File: config.mk
export PLATFORM = sky130hd
export DESIGN_NAME = active_list_retire_flat
export DESIGN_NICKNAME = d
export VERILOG_FILES = /design/src/rtl/active_list_retire_if.sv /design/src/rtl/active_list_retire.sv /design/src/flat_wrapper.sv
export SDC_FILE = /design/constraint.sdc
export NUM_CORES = 1
export LEC_CHECK = 0
export BUFFER_PORTS_ARGS = -buffer_cell sky130_fd_sc_hd__buf_2
export CORE_MARGIN = 5
export CORE_UTILIZATION = 45
export DETAILED_ROUTE_END_ITERATION = 8
export PLACE_DENSITY = 0.57
export SYNTH_ARGS = -nofsm -noshare
export SYNTH_HDL_FRONTEND = slang
export SYNTH_SLANG_ARGS = --single-unit
File: constraint.sdc
create_clock -name clk -period 5.2 [get_ports clk]
set_input_delay 1.04 -clock clk [delete_from_list [all_inputs] [get_ports clk]]
set_output_delay 1.04 -clock clk [all_outputs]
set_load 0.005 [all_outputs]
File: src/rtl/active_list_retire_if.sv
// Rename <-> active list handshake bundle: push, writeback completion, retire/release, flush and occupancy.
interface active_list_retire_if #(
  parameter int DEPTH  = 16,
  parameter int PHYS_W = 6,
  parameter int ARCH_W = 5
);
  localparam int TAG_W = $clog2(DEPTH);

  logic              alloc_valid;
  logic              alloc_ready;
  logic [ARCH_W-1:0] alloc_arch_rd;
  logic [PHYS_W-1:0] alloc_new_phys;
  logic [PHYS_W-1:0] alloc_old_phys;
  logic [TAG_W-1:0]  alloc_tag;
  logic              done_valid;
  logic [TAG_W-1:0]  done_tag;
  logic              release_valid;
  logic              release_ready;
  logic [PHYS_W-1:0] release_phys;
  logic [ARCH_W-1:0] commit_arch_rd;
  logic [PHYS_W-1:0] commit_phys;
  logic              flush;
  logic [TAG_W:0]    count;
  logic              empty;

  modport slave (
    input  alloc_valid, alloc_arch_rd, alloc_new_phys, alloc_old_phys,
    input  done_valid, done_tag, release_ready, flush,
    output alloc_ready, alloc_tag, release_valid, release_phys,
    output commit_arch_rd, commit_phys, count, empty
  );

  modport master (
    output alloc_valid, alloc_arch_rd, alloc_new_phys, alloc_old_phys,
    output done_valid, done_tag, release_ready, flush,
    input  alloc_ready, alloc_tag, release_valid, release_phys,
    input  commit_arch_rd, commit_phys, count, empty
  );
endinterface

File: src/rtl/active_list_retire.sv
// In-order active list: push at tail, complete by tag, retire from head 1 cycle after done; release_ready=0 holds head stable.
// No bypass when full; flush is level, highest priority. RETIRE_STATS_EN adds retire_cnt/stall_cnt counters.
module active_list_retire #(
  parameter int  DEPTH  = 16,
  parameter int  PHYS_W = 6,
  parameter int  ARCH_W = 5,
  localparam int TAG_W  = $clog2(DEPTH)
) (
  input  logic                clk,
  input  logic                rst_n,
  active_list_retire_if.slave bus
`ifdef RETIRE_STATS_EN
  ,
  output logic [31:0]         retire_cnt,
  output logic [31:0]         stall_cnt
`endif
);

  localparam logic [TAG_W:0] LP_FULL = (TAG_W+1)'(DEPTH);
  localparam logic [TAG_W:0] LP_ONE  = (TAG_W+1)'(1);

  logic [TAG_W:0]    r_head;
  logic [TAG_W:0]    r_tail;
  logic [DEPTH-1:0]  r_valid;
  logic [DEPTH-1:0]  r_done;
  logic [ARCH_W-1:0] r_arch [DEPTH];
  logic [PHYS_W-1:0] r_new  [DEPTH];
  logic [PHYS_W-1:0] r_old  [DEPTH];

  logic [TAG_W:0]    w_count;
  logic [TAG_W-1:0]  w_head_idx;
  logic [TAG_W-1:0]  w_tail_idx;
  logic              w_alloc_rdy;
  logic              w_release_vld;
  logic              w_push;
  logic              w_retire;
  logic [DEPTH-1:0]  w_valid_nxt;
  logic [DEPTH-1:0]  w_done_nxt;

  assign w_count       = r_tail - r_head;
  assign w_head_idx    = r_head[TAG_W-1:0];
  assign w_tail_idx    = r_tail[TAG_W-1:0];
  assign w_alloc_rdy   = (w_count != LP_FULL);
  assign w_release_vld = r_valid[w_head_idx] & r_done[w_head_idx] & ~bus.flush;
  assign w_push        = bus.alloc_valid & w_alloc_rdy & ~bus.flush;
  assign w_retire      = w_release_vld & bus.release_ready;

  assign bus.alloc_ready   = w_alloc_rdy;
  assign bus.alloc_tag     = w_tail_idx;
  assign bus.release_valid = w_release_vld;
  assign bus.count         = w_count;
  assign bus.empty         = (w_count == '0);

  // Retire data is zeroed whenever no retirement is offered.
  always_comb begin
    bus.release_phys   = '0;
    bus.commit_arch_rd = '0;
    bus.commit_phys    = '0;
    if (w_release_vld) begin
      bus.release_phys   = r_old[w_head_idx];
      bus.commit_arch_rd = r_arch[w_head_idx];
      bus.commit_phys    = r_new[w_head_idx];
    end
  end

  // Completions to non-valid slots are dropped; a push always lands with done cleared.
  always_comb begin
    w_valid_nxt = r_valid;
    w_done_nxt  = r_done;
    if (bus.done_valid && r_valid[bus.done_tag]) begin
      w_done_nxt[bus.done_tag] = 1'b1;
    end
    if (w_retire) begin
      w_valid_nxt[w_head_idx] = 1'b0;
      w_done_nxt[w_head_idx]  = 1'b0;
    end
    if (w_push) begin
      w_valid_nxt[w_tail_idx] = 1'b1;
      w_done_nxt[w_tail_idx]  = 1'b0;
    end
  end

  always_ff @(posedge clk or negedge rst_n) begin
    if (!rst_n) begin
      r_head  <= '0;
      r_tail  <= '0;
      r_valid <= '0;
      r_done  <= '0;
    end else if (bus.flush) begin
      r_head  <= '0;
      r_tail  <= '0;
      r_valid <= '0;
      r_done  <= '0;
    end else begin
      if (w_push) begin
        r_tail <= r_tail + LP_ONE;
      end
      if (w_retire) begin
        r_head <= r_head + LP_ONE;
      end
      r_valid <= w_valid_nxt;
      r_done  <= w_done_nxt;
    end
  end

  always_ff @(posedge clk) begin
    if (w_push) begin
      r_arch[w_tail_idx] <= bus.alloc_arch_rd;
      r_new[w_tail_idx]  <= bus.alloc_new_phys;
      r_old[w_tail_idx]  <= bus.alloc_old_phys;
    end
  end

`ifdef RETIRE_STATS_EN
  logic [31:0] r_retire_cnt;
  logic [31:0] r_stall_cnt;

  always_ff @(posedge clk or negedge rst_n) begin
    if (!rst_n) begin
      r_retire_cnt <= '0;
      r_stall_cnt  <= '0;
    end else begin
      if (w_retire && (r_retire_cnt != 32'hFFFF_FFFF)) begin
        r_retire_cnt <= r_retire_cnt + 32'd1;
      end
      if (bus.alloc_valid && !w_alloc_rdy) begin
        r_stall_cnt <= r_stall_cnt + 32'd1;
      end
    end
  end

  assign retire_cnt = r_retire_cnt;
  assign stall_cnt  = r_stall_cnt;
`endif

endmodule

File: src/flat_wrapper.sv
// flat-port wrapper written by rule: the top's interface ports become plain ports
module active_list_retire_flat 
#(
  parameter int  DEPTH  = 16,
  parameter int  PHYS_W = 6,
  parameter int  ARCH_W = 5,
  localparam int TAG_W  = $clog2(DEPTH)
)
  (clk, rst_n, bus_alloc_valid, bus_alloc_arch_rd, bus_alloc_new_phys, bus_alloc_old_phys, bus_done_valid, bus_done_tag, bus_release_ready, bus_flush, bus_alloc_ready, bus_alloc_tag, bus_release_valid, bus_release_phys, bus_commit_arch_rd, bus_commit_phys, bus_count, bus_empty);
  active_list_retire_if #(.DEPTH(DEPTH), .PHYS_W(PHYS_W), .ARCH_W(ARCH_W)) bus_i ();
  input  logic clk;
  input  logic rst_n;
  input wire logic [$bits(bus_i.alloc_valid)-1:0] bus_alloc_valid;
  input wire logic [$bits(bus_i.alloc_arch_rd)-1:0] bus_alloc_arch_rd;
  input wire logic [$bits(bus_i.alloc_new_phys)-1:0] bus_alloc_new_phys;
  input wire logic [$bits(bus_i.alloc_old_phys)-1:0] bus_alloc_old_phys;
  input wire logic [$bits(bus_i.done_valid)-1:0] bus_done_valid;
  input wire logic [$bits(bus_i.done_tag)-1:0] bus_done_tag;
  input wire logic [$bits(bus_i.release_ready)-1:0] bus_release_ready;
  input wire logic [$bits(bus_i.flush)-1:0] bus_flush;
  output wire logic [$bits(bus_i.alloc_ready)-1:0] bus_alloc_ready;
  output wire logic [$bits(bus_i.alloc_tag)-1:0] bus_alloc_tag;
  output wire logic [$bits(bus_i.release_valid)-1:0] bus_release_valid;
  output wire logic [$bits(bus_i.release_phys)-1:0] bus_release_phys;
  output wire logic [$bits(bus_i.commit_arch_rd)-1:0] bus_commit_arch_rd;
  output wire logic [$bits(bus_i.commit_phys)-1:0] bus_commit_phys;
  output wire logic [$bits(bus_i.count)-1:0] bus_count;
  output wire logic [$bits(bus_i.empty)-1:0] bus_empty;
  assign bus_i.alloc_valid = bus_alloc_valid;
  assign bus_i.alloc_arch_rd = bus_alloc_arch_rd;
  assign bus_i.alloc_new_phys = bus_alloc_new_phys;
  assign bus_i.alloc_old_phys = bus_alloc_old_phys;
  assign bus_i.done_valid = bus_done_valid;
  assign bus_i.done_tag = bus_done_tag;
  assign bus_i.release_ready = bus_release_ready;
  assign bus_i.flush = bus_flush;
  assign bus_alloc_ready = bus_i.alloc_ready;
  assign bus_alloc_tag = bus_i.alloc_tag;
  assign bus_release_valid = bus_i.release_valid;
  assign bus_release_phys = bus_i.release_phys;
  assign bus_commit_arch_rd = bus_i.commit_arch_rd;
  assign bus_commit_phys = bus_i.commit_phys;
  assign bus_count = bus_i.count;
  assign bus_empty = bus_i.empty;
  active_list_retire #(.DEPTH(DEPTH), .PHYS_W(PHYS_W), .ARCH_W(ARCH_W)) u_core (.clk(clk), .rst_n(rst_n), .bus(bus_i));
endmodule
==> load_flow_metrics.sql <==
INSERT INTO impl_metrics (metric_group, metric, value, unit) VALUES
('yosys', 'mappedNetlistArea', '13200', 'um2'),
('worst_setup_path', 'r2r_setup_slack', '1.18', 'ns'),
('cts', 'tritoncts_clock_tree', 'built', ''),
('global_routing', 'initial_antenna_violation_count', '1', ''),
('worst_setup_path', 'setup.worst_path.class', 'reg -> out', ''),
('layout', 'antenna-diode-count', '0', ''),
('drt', 'route.detailed.vias_per_inst', '5.87', ''),
('drt', 'drt_iter0_drc', '705', ''),
('floorplanning', 'die_w', '181', 'um'),
('drt', 'route.vias.total', '7062', ''),
('cts', 'cts.repair.resized', '0', ''),
('cts', 'cts_inserted_buffers', '35', ''),
('timing', 'unrepaired_setup_endpoints_after_global_routing', 'false', ''),
('yosys', 'synth-edff-count', '272', ''),
('cts', 'cts_stage_hold_buffer_count', '0', ''),
('worst_setup_path', 'timing.reg2reg.worst_path_depth', '10', ''),
('yosys', 'synth_seq_area_share', '70.0', '%'),
('place', 'globalplace.congestion', '0.871', ''),
('drt', 'drt_wl_total', '30200', 'um'),
('drt', 'detail_route.first_pass.iterations', '5', ''),
('worst_setup_path', 'timing.critical_path.to_type', 'output pin', ''),
('place', 'post-dp-hpwl', '17600', 'um'),
('power', 'power.static_leakage', '5.07', 'nW'),
('global_routing', 'grt_first_pass_wirelength', '46500', 'um'),
('layout', 'area.growth.synth_to_final', '14.3', '%'),
('floorplanning', 'die_area', '32800', 'um2'),
('timing', 'fmaxAchievable', '230', 'MHz'),
('drt', 'drt-wirelength-per-cell', '25.1', 'um'),
('min_path', 'timing.hold.worst_path_depth', '1', ''),
('timing', 'fin_crit', '4.35', 'ns'),
('power', 'irDropWorstVdd', '0.000272', 'V'),
('worst_setup_path', 'reg2reg_from', 'u_core.r_head[0]$_DFFE_PN0P_', ''),
('worst_setup_path', 'critical_path.cell_chain', 'ha_1 -> inv_1 -> fa_1 -> a21o_1 -> a21oi_1 -> xnor2_1 -> o211a_1 -> inv_2 -> buf_2', ''),
('yosys', 'syn_nets', '759', ''),
('yosys', 'synth_top_area_share', '62.0', '%'),
('run_status', 'result_of_the_run', 'finished clean', ''),
('place', 'buffer_ports.inserted', '55', ''),
('global_routing', 'pin_count_of_the_biggest_net_entering_global_routing', '62', ''),
('layout', 'fillers', '2318', ''),
('cts', 'cts_setup_buffers', '0', ''),
('cts', 'clkSlewWorstSetupHoldPaths', '0.06', 'ns'),
('place', 'detailed_place.area', '13900', 'um2'),
('global_routing', 'grt_util_all_layers', '18.7', '%'),
('global_routing', 'grt.overflow.total', '0', ''),
('cts', 'cts.sink_count', '314', ''),
('timing', 'max_slew.worst_pin.slew', '1.13', 'ns'),
('floorplanning', 'floorplan.io_pins', '56', ''),
('timing', 'slew_headroom', '24.4', '%'),
('floorplanning', 'floorplan.initialDensity', '45.7', '%'),
('timing', 'finClkSkew', '0.0190', 'ns'),
('cts', 'insertion_delay', '0.52', 'ns'),
('min_path', 'worstHoldEndpoint', 'u_core.r_valid[7]$_DFF_PN0_', ''),
('yosys', 'async_flop_share', '13.4', '%'),
('yosys', 'synth_area_per_cell', '18.3', 'um2'),
('job', 'cap_viol_max_count', '0', ''),
('cts', 'cts-root-to-sink-buffers', '3', ''),
('floorplanning', 'die_y_extent', '181', 'um'),
('min_path', 'hold_path.startpoint', 'u_core.r_valid[7]$_DFF_PN0_', ''),
('timing', 'timing.final.hold_violations', '0', ''),
('worst_setup_path', 'critPathArrivalTime', '3.31', 'ns'),
('yosys', 'synth_cells', '719', ''),
('timing', 'finalMaxSlewViolations', '0', ''),
('global_routing', 'first_global_vias', '7607', ''),
('cts', 'ctsHtreeMaxLevel', '2', ''),
('yosys', 'yosys_warnings', '0', ''),
('layout', 'final_net_count', '834', ''),
('drt', 'number_of_remaining_drc_errors', '0', ''),
('worst_setup_path', 'slowest_delay', '0.75', 'ns'),
('layout', 'stdcell_count', '1203', ''),
('yosys', 'ys_ff_latch', '314', ''),
('power', 'power.density_cell_area', '351', 'nW/um2');
## report_power, final
part / switching [W] / internal [W] / leakage, nW
registers: 0.00000815 / 0.00276 / 3.03
logic: 0.0000971 / 0.0000461 / 1.49
clock network: 0.000968 / 0.00140 / 0.542
total: 0.00107 / 0.00420 / 5.07
## through the flow
stage,total power [W],hold WS [ns]
after floorplan,0.00288,0.472
after global placement,0.00296,0.505
after detailed placement,0.00296,0.520
after CTS,0.00534,0.532
after global routing,0.00546,0.557
final,0.00528,0.529
## cell usage after synthesis (3+ instances only)
cell type / n
a21oi_1: 8
a31o_2: 4
a31oi_1: 24
a32o_1: 7
and2_1: 3
and3_1: 9
buf_1: 4
buf_2: 11
buf_4: 7
buf_6: 7
clkbuf_1: 15
dfrtp_1: 42
edfxtp_1: 272
ha_1: 12
inv_1: 16
mux2_2: 3
mux2i_1: 3
mux4_2: 86
nand2_1: 22
nand3_1: 19
nand4_1: 4
nand4b_1: 3
nor2_1: 29
nor2b_1: 27
nor3_1: 12
nor3b_1: 4
nor4_1: 3
o211a_1: 5
o211ai_1: 4
o21ai_0: 22
or3_1: 3
xnor2_1: 4
## cells by family (layout without fill, tap and decap cells)
family | after synthesis | count (layout) | share of synthesized area [%]
compound gates | 90 | 90 | 4.93
xor+xnor | 5 | 5 | 0.333
fa+ha+maj | 13 | 13 | 1.29
buf+inv | 62 | 162 | 2.47
flops | 314 | 314 | 70.0
mux | 92 | 92 | 15.2
simple gates | 143 | 143 | 5.76
## critical path, delay by kind of cell, from the launching register on
| family | cells | cell delay [ns] |
|---|---|---|
| AOI/OAI and AO/OA | 3 | 0.81 |
| buffers and inverters | 3 | 0.38 |
| adders and majority gates | 2 | 0.66 |
| DFF | 1 | 0.75 |
| xor gates and xnor gates | 1 | 0.20 |
## state kept, by name, summed over array words and instances, names as in the netlist
| name | count |
|---|---|
| u_core.r_tail | 5 |
| u_core.r_arch | 80 |
| u_core.r_valid | 16 |
| u_core.r_done | 16 |
| u_core.r_old | 96 |
| u_core.r_new | 96 |
| u_core.r_head | 5 |
## area by class of cell
class	instances	area (um2)	share of cell area [%]
Clock inverter	16	163	1.08
Multi-Input combinational cell	343	3670	24.4
Timing Repair Buffer	82	490	3.26
Sequential cell	314	9230	61.3
Inverter	18	67.6	0.449
Clock buffer	46	948	6.30
Tap cell	384	480	3.19
## how the worst max path moves through the flow
stage	from	endpoint	slack (ns)	cells past startpoint
floorplan	u_core.r_head[1]$_DFFE_PN0P_	u_core.r_arch[9][0]$_DFFE_PP_	1.08	13
CTS	u_core.r_head[1]$_DFFE_PN0P_	bus_alloc_ready	0.84	8
finish	u_core.r_head[0]$_DFFE_PN0P_	bus_alloc_ready	0.85	9
global placement	u_core.r_head[0]$_DFFE_PN0P_	u_core.r_new[4][3]$_DFFE_PP_	1.27	10
global route	u_core.r_head[0]$_DFFE_PN0P_	bus_alloc_ready	0.63	9
detailed placement	u_core.r_head[0]$_DFFE_PN0P_	u_core.r_new[4][2]$_DFFE_PP_	1.12	10
## cell usage in the layout, fill, tap and decap left out, drive strengths merged, types with 3 or more instances in the layout
master and instances:
mux4 86, a31o 4, buf 82, nor2 29, xnor2 4, clkbuf 46
nor3b 4, nand4 4, mux2 3, a31oi 24, nor4 3, o21ai 23
and2 3, and3 9, ha 12, dfrtp 42, clkinv 11, mux2i 3
nor2b 27, a32o 7, edfxtp 272, nor3 13, nand4b 3, nand3 20
inv 20, o211a 5, o211ai 4, a21oi 8, nand2 22, or3 3
## layer usage
metal	GRT usage [%]	share of wire (%)	routed length [um]	up-vias
met2	30.8	49	14800	247
li1	-	-	-	3079
met3	3.52	6.2	1880	62
met5	0	0.040	12	-
met1	25.6	42	12700	3672
met4	5.64	2.6	796	2
No activity file was read; power rests on OpenSTA's default activity.
